## src/rtl/muldiv_hilo_ctrl_if.sv

```systemverilog
// rtl/muldiv_hilo_ctrl_if.sv - EX-stage muldiv/HI-LO bus between pipeline (master) and controller (slave)
interface muldiv_hilo_ctrl_if;
    logic        ex_valid;
    logic [3:0]  ex_hilo_rwen;
    logic        ex_mul_sign;
    logic        ex_div;
    logic [31:0] ex_src_a;
    logic [31:0] ex_src_b;
    logic        flush;
    logic        stall;
    logic        busy;
    logic [31:0] hilo_rdata;
    logic [31:0] hi_q;
    logic [31:0] lo_q;

    // Pipeline side: issues the decoded EX instruction, observes stall and HI/LO
    modport master (
        output ex_valid, ex_hilo_rwen, ex_mul_sign, ex_div, ex_src_a, ex_src_b, flush,
        input  stall, busy, hilo_rdata, hi_q, lo_q
    );

    // Controller side
    modport slave (
        input  ex_valid, ex_hilo_rwen, ex_mul_sign, ex_div, ex_src_a, ex_src_b, flush,
        output stall, busy, hilo_rdata, hi_q, lo_q
    );
endinterface

```

## src/rtl/muldiv_hilo_ctrl.sv

```systemverilog
// rtl/muldiv_hilo_ctrl.sv - blocking multiply/restoring-divide sequencer with HI/LO registers (option: MULDIV_FAST_MUL_EN)
module muldiv_hilo_ctrl #(
    parameter int DIV_CYCLES = 32
) (
    input  logic              clk,
    input  logic              rst,
    muldiv_hilo_ctrl_if.slave bus
);

    localparam int CW = (DIV_CYCLES > 1) ? $clog2(DIV_CYCLES) : 1;
    localparam logic [CW-1:0] CNT_LAST = CW'(DIV_CYCLES - 1);

    typedef enum logic [1:0] {
        ST_IDLE = 2'd0,
        ST_CALC = 2'd1,
        ST_DONE = 2'd2
    } state_t;

    state_t      r_state;
    logic        r_busy;
    logic [CW-1:0] r_cnt;
    logic [31:0] r_hi;
    logic [31:0] r_lo;
    // r_rem: divider partial remainder / multiplier accumulator (upper product half)
    // r_quo: dividend shifting into quotient / multiplier shifting into lower product half
    logic [31:0] r_rem;
    logic [31:0] r_quo;
    logic [31:0] r_opd;
    logic [31:0] r_raw_a;
    logic        r_is_div;
    logic        r_neg_res;
    logic        r_neg_rem;
    logic        r_divz;

    logic        w_is_muldiv;
    logic        w_start;
    logic        w_a_neg;
    logic        w_b_neg;
    logic [31:0] w_a_abs;
    logic [31:0] w_b_abs;
    logic [33:0] w_add_x;
    logic [33:0] w_add_y;
    logic        w_add_cin;
    logic [33:0] w_add_sum;
    logic        w_borrow;
    logic [63:0] w_prod;
    logic [63:0] w_prod_c;
    logic [31:0] w_quo_c;
    logic [31:0] w_rem_c;
    logic [31:0] w_res_hi;
    logic [31:0] w_res_lo;
`ifdef MULDIV_FAST_MUL_EN
    logic [63:0] w_fast_prod;
`endif

    assign w_is_muldiv = (bus.ex_hilo_rwen == 4'b0011);
    assign w_start     = (r_state == ST_IDLE) & bus.ex_valid & w_is_muldiv & ~bus.flush;

    // Magnitudes are only taken for signed ops; unsigned operands pass through raw
    assign w_a_neg = bus.ex_mul_sign & bus.ex_src_a[31];
    assign w_b_neg = bus.ex_mul_sign & bus.ex_src_b[31];
    assign w_a_abs = w_a_neg ? (~bus.ex_src_a + 32'd1) : bus.ex_src_a;
    assign w_b_abs = w_b_neg ? (~bus.ex_src_b + 32'd1) : bus.ex_src_b;

`ifdef MULDIV_FAST_MUL_EN
    assign w_fast_prod = 64'(w_a_abs) * 64'(w_b_abs);
`endif

    // Shared adder: subtract divisor from shifted remainder, or add multiplicand to accumulator
    always_comb begin
        w_add_x   = {1'b0, r_rem, r_quo[31]};
        w_add_y   = ~{2'b00, r_opd};
        w_add_cin = 1'b1;
`ifndef MULDIV_FAST_MUL_EN
        if (!r_is_div) begin
            w_add_x   = {2'b00, r_rem};
            w_add_y   = r_quo[0] ? {2'b00, r_opd} : 34'd0;
            w_add_cin = 1'b0;
        end
`endif
        w_add_sum = w_add_x + w_add_y + {33'd0, w_add_cin};
    end

    // Partial remainder never exceeds 33 bits, so bit 33 set means the trial went negative
    assign w_borrow = w_add_sum[33];

    // Sign correction of the finished result, applied in DONE
    always_comb begin
        w_prod   = {r_rem, r_quo};
        w_prod_c = r_neg_res ? (~w_prod + 64'd1) : w_prod;
        w_quo_c  = r_neg_res ? (~r_quo + 32'd1) : r_quo;
        w_rem_c  = r_neg_rem ? (~r_rem + 32'd1) : r_rem;
        if (r_is_div) begin
            if (r_divz) begin
                w_res_hi = r_raw_a;
                w_res_lo = 32'hFFFF_FFFF;
            end else begin
                w_res_hi = w_rem_c;
                w_res_lo = w_quo_c;
            end
        end else begin
            w_res_hi = w_prod_c[63:32];
            w_res_lo = w_prod_c[31:0];
        end
    end

    // Sequencer FSM with operand/datapath registers and the architectural HI/LO
    always_ff @(posedge clk) begin
        if (rst) begin
            r_state   <= ST_IDLE;
            r_busy    <= 1'b0;
            r_cnt     <= '0;
            r_hi      <= '0;
            r_lo      <= '0;
            r_rem     <= '0;
            r_quo     <= '0;
            r_opd     <= '0;
            r_raw_a   <= '0;
            r_is_div  <= 1'b0;
            r_neg_res <= 1'b0;
            r_neg_rem <= 1'b0;
            r_divz    <= 1'b0;
        end else if (bus.flush) begin
            r_state <= ST_IDLE;
            r_busy  <= 1'b0;
        end else begin
            case (r_state)
                ST_IDLE: begin
                    if (w_start) begin
                        r_is_div  <= bus.ex_div;
                        r_neg_res <= w_a_neg ^ w_b_neg;
                        r_neg_rem <= w_a_neg;
                        r_raw_a   <= bus.ex_src_a;
                        r_divz    <= (bus.ex_src_b == 32'd0);
                        r_cnt     <= '0;
                        r_busy    <= 1'b1;
                        if (bus.ex_div) begin
                            r_rem   <= '0;
                            r_quo   <= w_a_abs;
                            r_opd   <= w_b_abs;
                            r_state <= ST_CALC;
                        end else begin
`ifdef MULDIV_FAST_MUL_EN
                            r_rem   <= w_fast_prod[63:32];
                            r_quo   <= w_fast_prod[31:0];
                            r_opd   <= w_a_abs;
                            r_state <= ST_DONE;
`else
                            r_rem   <= '0;
                            r_quo   <= w_b_abs;
                            r_opd   <= w_a_abs;
                            r_state <= ST_CALC;
`endif
                        end
                    end else if (bus.ex_valid) begin
                        if (bus.ex_hilo_rwen == 4'b0010) r_hi <= bus.ex_src_a;
                        if (bus.ex_hilo_rwen == 4'b0001) r_lo <= bus.ex_src_a;
                    end
                end
                ST_CALC: begin
                    if (r_is_div) begin
                        if (!w_borrow) begin
                            r_rem <= w_add_sum[31:0];
                            r_quo <= {r_quo[30:0], 1'b1};
                        end else begin
                            r_rem <= {r_rem[30:0], r_quo[31]};
                            r_quo <= {r_quo[30:0], 1'b0};
                        end
                    end
`ifndef MULDIV_FAST_MUL_EN
                    else begin
                        r_rem <= w_add_sum[32:1];
                        r_quo <= {w_add_sum[0], r_quo[31:1]};
                    end
`endif
                    if (r_cnt == CNT_LAST) begin
                        r_state <= ST_DONE;
                    end else begin
                        r_cnt <= r_cnt + CW'(1);
                    end
                end
                ST_DONE: begin
                    r_hi    <= w_res_hi;
                    r_lo    <= w_res_lo;
                    r_state <= ST_IDLE;
                    r_busy  <= 1'b0;
                end
                default: begin
                    r_state <= ST_IDLE;
                    r_busy  <= 1'b0;
                end
            endcase
        end
    end

    assign bus.stall = bus.ex_valid & w_is_muldiv & (r_state != ST_DONE) & ~bus.flush;
    assign bus.busy  = r_busy;
    assign bus.hi_q  = r_hi;
    assign bus.lo_q  = r_lo;
    assign bus.hilo_rdata = bus.ex_hilo_rwen[3] ? r_hi :
                            bus.ex_hilo_rwen[2] ? r_lo : 32'd0;

endmodule

```

## src/flat_wrapper.sv

```systemverilog
// flat-port wrapper written by rule: the top's interface ports become plain ports
module muldiv_hilo_ctrl_flat 
#(
    parameter int DIV_CYCLES = 32
)
  (clk, rst, bus_ex_valid, bus_ex_hilo_rwen, bus_ex_mul_sign, bus_ex_div, bus_ex_src_a, bus_ex_src_b, bus_flush, bus_stall, bus_busy, bus_hilo_rdata, bus_hi_q, bus_lo_q);
  muldiv_hilo_ctrl_if bus_i ();
  input  logic clk;
  input  logic rst;
  input wire logic [$bits(bus_i.ex_valid)-1:0] bus_ex_valid;
  input wire logic [$bits(bus_i.ex_hilo_rwen)-1:0] bus_ex_hilo_rwen;
  input wire logic [$bits(bus_i.ex_mul_sign)-1:0] bus_ex_mul_sign;
  input wire logic [$bits(bus_i.ex_div)-1:0] bus_ex_div;
  input wire logic [$bits(bus_i.ex_src_a)-1:0] bus_ex_src_a;
  input wire logic [$bits(bus_i.ex_src_b)-1:0] bus_ex_src_b;
  input wire logic [$bits(bus_i.flush)-1:0] bus_flush;
  output wire logic [$bits(bus_i.stall)-1:0] bus_stall;
  output wire logic [$bits(bus_i.busy)-1:0] bus_busy;
  output wire logic [$bits(bus_i.hilo_rdata)-1:0] bus_hilo_rdata;
  output wire logic [$bits(bus_i.hi_q)-1:0] bus_hi_q;
  output wire logic [$bits(bus_i.lo_q)-1:0] bus_lo_q;
  assign bus_i.ex_valid = bus_ex_valid;
  assign bus_i.ex_hilo_rwen = bus_ex_hilo_rwen;
  assign bus_i.ex_mul_sign = bus_ex_mul_sign;
  assign bus_i.ex_div = bus_ex_div;
  assign bus_i.ex_src_a = bus_ex_src_a;
  assign bus_i.ex_src_b = bus_ex_src_b;
  assign bus_i.flush = bus_flush;
  assign bus_stall = bus_i.stall;
  assign bus_busy = bus_i.busy;
  assign bus_hilo_rdata = bus_i.hilo_rdata;
  assign bus_hi_q = bus_i.hi_q;
  assign bus_lo_q = bus_i.lo_q;
  muldiv_hilo_ctrl #(.DIV_CYCLES(DIV_CYCLES)) u_core (.clk(clk), .rst(rst), .bus(bus_i));
endmodule
```

## config.mk

```make
export PLATFORM = sky130hd
export DESIGN_NAME = muldiv_hilo_ctrl_flat
export DESIGN_NICKNAME = d
export VERILOG_FILES = /design/src/rtl/muldiv_hilo_ctrl_if.sv /design/src/rtl/muldiv_hilo_ctrl.sv /design/src/flat_wrapper.sv
export SDC_FILE = /design/constraint.sdc
export NUM_CORES = 1
export LEC_CHECK = 0
export ABC_AREA = 1
export BUFFER_PORTS_ARGS = -buffer_cell sky130_fd_sc_hd__buf_2
export CAP_MARGIN = 20
export CORE_ASPECT_RATIO = 0.6
export CORE_MARGIN = 3
export CORE_UTILIZATION = 45
export DETAILED_ROUTE_END_ITERATION = 8
export PLACE_DENSITY = 0.72
export SLEW_MARGIN = 20
export SYNTH_ARGS = -nofsm -noshare
export SYNTH_HDL_FRONTEND = slang
export SYNTH_SLANG_ARGS = --single-unit
```

## constraint.sdc

```tcl
create_clock -name clk -period 3.2 [get_ports clk]
set_input_delay 0.16 -clock clk [delete_from_list [all_inputs] [get_ports clk]]
set_output_delay 0.16 -clock clk [all_outputs]
set_load 0.005 [all_outputs]
```

==> results.py, run 1 <==
metrics = {
    "timing": {
        "finClkSkew_ps": 24.8,
        "fmax_mhz": 320,
        "slew_violations": 0,
        "slew_headroom_pct": 28.5,
        "finalSetupViolCount": 0,
        "period_share_pct": 97.5,
        "hold_viol_final": 0,
        "post-route-min-period_ps": 3120,
        "tightest_slew_ps": 1070,
    },
    "yosys": {
        "synth_cells": 3484,
        "synth_edf_count": 0,
        "yosysWarnings": 0,
        "syn_nets": 3598,
        "synth_ff_type": "dfxtp_1",
        "yosysSeqAreaShare_pct": 21.5,
        "synthArstFlopShare_pct": 0,
        "synth-seq-cells": 204,
        "synth.distinct_cells": 56,
        "syn_area_mm2": 0.0190,
        "synth.avg_cell_area_um2": 5.44,
    },
    "power_and_ir_drop": {
        "p_comb_share_pct": 16.0,
        "swShare_pct": 32.0,
        "powerDensity_mw_per_mm2": 286,
        "leakage_nw": 11.6,
        "seqPwrFrac_pct": 41.2,
        "p_total_mw": 6.29,
        "p_switching_mw": 2.01,
        "irDropWorstVdd_mv": 0.293,
        "internal_power_mw": 4.28,
        "power.share.clock_pct": 42.8,
    },
    "clock_network": {
        "clk_pin_slew_worst_paths_ps": 80,
        "clock_latency_ps": 560,
        "cts_sinks": 204,
        "htree_levels": 1,
        "clock-root-buffer": "clkbuf_16",
        "cts_buffer_depth": 3,
        "cts_buffers": 22,
        "cts_tree": "yes",
    },
    "floorplan": {
        "ioPinCount": 172,
        "coreArea_mm2": 0.0410,
        "die_area_mm2": 0.0447,
        "num_rows": 57,
        "die_y_um": 165,
        "die_w_um": 271,
        "initial_core_util_pct": 46.3,
    },
    "finish": {
        "instances_no_fill": 4229,
        "layout_commonest_cell": "nand2_1",
        "most-common-layout-cells": "1034 x nand2_1, 402 x nor2_1, 378 x inv_1",
        "area_growth_pct": 15.9,
        "fin_area_mm2": 0.0220,
        "antenna_cells": 0,
        "final_core_util_pct": 53.6,
        "nets": 3768,
        "fill_cells": 4448,
        "drive_above_1_share_pct": 11.9,
    },
    "global_route": {
        "grt_pass1_wl_mm": 136,
        "grt_usage_pct": 40.3,
        "antenna_found_initial": 4,
        "grt_pass1_vias": 20600,
        "grt_overflow_total": 0,
        "grt_max_degree": 90,
    },
    "min_path": {
        "min_path_type": "primary input to register",
    },
    "status": {
        "status": "complete, no violations",
    },
    "route": {
        "drtAntennaViolNets": 0,
        "viasPerCell": 5.81,
        "drc": 0,
        "wl_per_cell_um": 22.4,
        "wl_mm": 94.6,
        "dr_total_vias": 24600,
        "drt-initial-drc-count": 3946,
        "dr.pass1.iters": 6,
    },
    "placement": {
        "place_area_mm2": 0.0210,
        "hpwl_mm": 74.7,
        "placedCellCount": 4174,
        "gp_congestion": 1.07,
        "portBuffers": 171,
    },
    "worst_setup_path": {
        "crit_slowest_cell": "fa_2",
        "worstPathRequired_ps": 3600,
        "cp-start-kind": "register",
        "path_cells": "buf_2 > buf_4 > clkbuf_16 > fa_2 > fa_2 > nand3_1 > nand3_1 > nand3_1 > nand3b_1 > buf_4 > xor2_1 > or2_2 > nand3_1 > a21oi_1",
        "slowest_delay_ps": 410,
        "critPathMaxFanout": 10,
        "crit_type": "register to register",
        "path_common_cell": "nand3_1",
        "worst_setup_path_end_kind": "register",
        "critPathArrivalTime_ps": 3520,
    },
    "run": {
        "cap_violations": 0,
    },
}
## final cells by class
class | instances | area [µm²] | share of cell area [%]
clock buffer | 28 | 613 | 2.79
clock inverter | 11 | 104 | 0.472
inverter | 394 | 1480 | 6.74
multi-input combinational | 2705 | 12800 | 58.1
sequential | 204 | 4090 | 18.6
tap | 560 | 701 | 3.19
timing repair buffer | 327 | 2230 | 10.1
## worst paths after layout
| kind | end | slack (ps) | depth (start not counted) | from |
|---|---|---|---|---|
| max | u_core.r_rem[11] | 80 | 14 | u_core.r_is_div |
| min | u_core.r_opd[26] | 20 | 6 | bus_ex_src_b[26] |
| max reg2reg | u_core.r_rem[11] | 80 | 14 | u_core.r_is_div |
| min reg2reg | u_core.r_raw_a[29] | 470 | 2 | u_core.r_raw_a[29] |
## through the flow
| step | hold slack, ps | TNS [ps] | setup WS [ps] |
|---|---|---|---|
| 6_report | 25.0 | 0 | 79.0 |
| 2_1_floorplan | 309 | 0 | 32.0 |
| 3_3_place_gp | 443 | 0 | 226 |
| 5_1_grt | 39.2 | -62.8 | -33.6 |
| 4_1_cts | 8.86 | 0 | 99.1 |
| 3_5_place_dp | 452 | 0 | 158 |
## what timing repair did
item	4_1_cts	5_1_grt
hold endpoints to repair	6	0
gates resized for setup	0	33
hold buffers	6	0
setup endpoints to repair	0	33
setup buffers	0	5
## Yosys cell counts, drive strengths merged, types with 3 or more instances
master,instances,area (µm²)
a21oi,303,1530
a22oi,4,30.0
a31oi,16,100
and2,10,65.1
buf,61,313
clkbuf,121,454
clkinv,3,11.3
dfxtp,204,4080
ha,38,475
inv,391,1470
nand2,1047,3960
nand3,327,1650
nand3b,7,56.3
nand4,21,131
nor2,420,1610
nor3,33,175
o211ai,28,210
o21a,3,22.5
o21ai,337,1690
o22ai,5,31.3
o31ai,6,45.0
or2,11,71.3
xnor2,10,87.6
xor2,62,543
## cells by family after synthesis
logic type	count (synthesis)	synth area share [%]
and+or+nand+nor	1881	40.9
AOI/OAI and AO/OA	711	19.7
buffers and inverters	576	11.8
DFF	204	21.5
xor gates and xnor gates	72	3.32
adders and majority gates	40	2.72
## critical path, delay by kind of cell (launching register included)
kind	cells	cell delay, ps
AND/OR/NAND/NOR	6	870
AO/OA/AOI/OAI	1	60
adder cells (fa/ha/maj)	2	770
buffers and inverters	4	740
XOR/XNOR	1	140
flip-flops	1	380
## per-layer routing
metal | global-route usage [%] | share of wire [%]
met1 | 60.6 | 44
met2 | 50.4 | 35
met3 | 18.3 | 18
met4 | 8.86 | 2.5
met5 | 0 | 0.21
## power groups by stage
stage	clock network [mW]	logic (mW)	registers [mW]
detailed placement	0	0.940	2.64
CTS	2.67	0.948	2.59
global route	2.79	1.06	2.59
floorplan	0	0.522	2.64
finish	2.69	1.01	2.59
global placement	0	0.947	2.64
## sequential cells by signal, indices dropped and copies added, names as in the netlist
| signal | flops |
|---|---|
| u_core.r_opd | 32 |
| u_core.r_neg_res | 1 |
| u_core.bus.lo_q | 32 |
| u_core.r_neg_rem | 1 |
| u_core.bus.busy | 1 |
| u_core.r_cnt | 5 |
| u_core.bus.hi_q | 32 |
| u_core.r_is_div | 1 |
| u_core.r_quo | 32 |
| u_core.r_divz | 1 |
| u_core.r_state | 2 |
| u_core.r_raw_a | 32 |
| u_core.r_rem | 32 |
Power figures use the tool's default switching activity.
==> run 2, diff against run 1 <==
Settings changed: ABC_AREA 1 to default, PLACE_DENSITY 0.72 to 0.7.
Clock period 3.2 ns to 3.8 ns, I/O delays scaled along.
==> results.py, run 2 <==
metrics = {
    "status": {
        "status": "complete, no violations",
    },
    "route": {
        "wl_per_cell_um": 25.0,
        "drc": 0,
        "viasPerCell": 6.55,
        "dr.pass1.iters": 7,
        "wl_mm": 73.3,
        "drt-initial-drc-count": 2851,
        "dr_total_vias": 19200,
        "drtAntennaViolNets": 0,
    },
    "worst_setup_path": {
        "critPathMaxFanout": 22,
        "crit_type": "register to register",
        "ff2ff_path_depth": 13,
        "worstPathRequired_ps": 4240,
        "critPathArrivalTime_ps": 4060,
        "ff2ff_setup_slack_ps": 180,
        "reg2reg_to": "u_core.r_rem[4]",
        "reg2reg_from": "u_core.r_is_div",
        "worst_setup_path_end_kind": "register",
        "cp-start-kind": "register",
    },
    "yosys": {
        "synthArstFlopShare_pct": 0,
        "synth.most_common_cell": "nand2_1",
        "yosysWarnings": 0,
        "synth_edf_count": 0,
        "yosys-top-cells-count": "387 x nand2_1, 207 x clkbuf_1, 205 x a21oi_1, 204 x dfxtp_1, 198 x o21ai_0",
        "synth.avg_cell_area_um2": 7.10,
        "synthTopCellsByArea": "dfxtp_1 25%, nand2_1 8.8%, a21oi_1 6.2%",
        "synth.distinct_cells": 84,
        "syn_nets": 2453,
        "synth_top_cell_by_area": "dfxtp_1",
        "synth_top_area_share_pct": 24.6,
        "synth_cells": 2339,
        "synth-seq-cells": 204,
        "synth_ff_type": "dfxtp_1",
        "yosysSeqAreaShare_pct": 24.6,
        "syn_area_mm2": 0.0166,
    },
    "timing": {
        "rsz0062_at_grt": "false",
        "finalSetupViolCount": 0,
        "fmax_mhz": 276,
        "tightest_slew_ps": 1050,
        "post-route-min-period_ps": 3620,
        "tns_ps": 0,
        "slew_headroom_pct": 29.9,
        "period_share_pct": 95.2,
        "fin_ws_ps": 181,
        "slew_violations": 0,
        "whs_ps": 23.8,
        "hold_viol_final": 0,
        "finClkSkew_ps": 30.6,
    },
    "placement": {
        "gp_congestion": 1.00,
        "dp_slack_ps": 168,
        "hpwl_mm": 56.0,
        "placedCellCount": 2883,
        "portBuffers": 171,
        "place_area_mm2": 0.0183,
    },
    "global_route": {
        "grt_usage_pct": 35.8,
        "grt_pass1_vias": 16700,
        "grt_pass1_wl_mm": 107,
        "antenna_found_initial": 1,
        "grt_max_degree": 75,
        "grt_overflow_total": 0,
    },
    "finish": {
        "drive_above_1_share_pct": 17.5,
        "antenna_cells": 0,
        "layout_commonest_cell": "nand2_1",
        "fin_area_mm2": 0.0191,
        "instances_no_fill": 2929,
        "area_growth_pct": 14.9,
        "final_core_util_pct": 53.5,
        "nets": 2561,
        "most-common-layout-cells": "387 x nand2_1, 204 x a21oi_1, 202 x dfxtp_1",
    },
    "clock_network": {
        "clk_pin_slew_worst_paths_ps": 60,
        "cts_buffer_depth": 3,
        "clock_latency_ps": 560,
        "cts_buffers": 23,
        "cts_sinks": 204,
        "clock-root-buffer": "clkbuf_16",
        "htree_levels": 1,
        "cts_tree": "yes",
    },
    "power_and_ir_drop": {
        "leakage_nw": 7.52,
        "powerDensity_mw_per_mm2": 268,
        "irDropWorstVdd_mv": 0.309,
        "p_total_mw": 5.12,
    },
    "floorplan": {
        "ioPinCount": 172,
        "die_w_um": 254,
        "num_rows": 53,
        "die_area_mm2": 0.0393,
        "coreArea_mm2": 0.0357,
        "initial_core_util_pct": 46.5,
        "die_y_um": 155,
    },
    "min_path": {
        "worstHoldEndpoint": "u_core.r_raw_a[25]",
        "worstHoldStart": "bus_ex_src_a[25]",
        "hold_depth": 3,
        "min_path_type": "primary input to register",
    },
    "run": {
        "cap_violations": 0,
    },
}
## run 2: cell count changes after synthesis, moves of 36 or more
cell,before,now
inv_1,380,28
clkbuf_1,121,207
o21ai_0,324,198
xnor2_1,10,79
nor3_1,31,67
nand2_1,1042,387
nand3_1,325,53
mux2i_1,0,78
nor2_1,408,181
a21oi_1,301,205
## run 2: cells by family after synthesis
logic type               after synthesis  share of synthesized area (%)
adder cells (fa/ha/maj)               40                           3.11
multiplexers                         110                           6.87
buffers and inverters                255                           5.94
AO/OA/AOI/OAI                        722                           27.6
AND/OR/NAND/NOR                      853                           23.7
flip-flops                           204                           24.6
XOR/XNOR                             155                           8.18
## run 2: cell type report
cell class	count	area, µm²
inverters	28	105
clock inverters	11	104
well taps	467	584
clock buffers	29	618
repair buffers	310	1960
flip-flops and latches	204	4090
fillers	3461	16600
multi-input cells	1880	11600
## run 2: power by group
| group | leakage (nW) | internal [mW] | switching [mW] | total, mW |
|---|---|---|---|---|
| clock | 0.338 | 1.23 | 1.04 | 2.27 |
| combinational | 5.54 | 0.201 | 0.478 | 0.679 |
| sequential | 1.65 | 2.15 | 0.0205 | 2.17 |
| total | 7.52 | 3.58 | 1.54 | 5.12 |
## run 2: metal layers
layer  vias up  wire length (µm)  GRT usage [%]
met5         -               102           1.49
met4         6              2550           9.95
met3       152             11500           12.8
met2      1364             27300           46.7
met1      9005             31900           53.8
li1       8648                 -              -
## run 2: how the worst max path moves through the flow
stage | from | end | slack (ps) | cells past startpoint
after CTS | u_core.r_is_div | u_core.r_rem[31] | 150 | 13
after floorplan | u_core.r_is_div | u_core.r_rem[24] | -20 | 15
final | u_core.r_is_div | u_core.r_rem[4] | 180 | 13
after global routing | u_core.r_rem[15] | u_core.r_rem[17] | 30 | 12
after detailed placement | u_core.r_is_div | u_core.r_rem[31] | 170 | 13
after global placement | u_core.r_is_div | u_core.r_rem[24] | 270 | 12
## run 2: critical path: stages (launching register included)
cell       delay, ps
dfxtp_4          420
buf_2            200
mux2_2           350
ha_1             360
nand2_1          140
o31a_1           330
o31a_1           310
a2111oi_4        360
buf_4            180
or2_2            120
buf_12           200
mux2i_1          240
o21ai_0          100
a22o_1           200
## run 2: timing repair
| action | in CTS | in global routing |
|---|---|---|
| resized for setup | 0 | 7 |
| endpoints found under the hold margin | 3 | 0 |
| hold buffers | 3 | 0 |
| setup buffers | 0 | 3 |
| endpoints found under the setup margin | 0 | 10 |
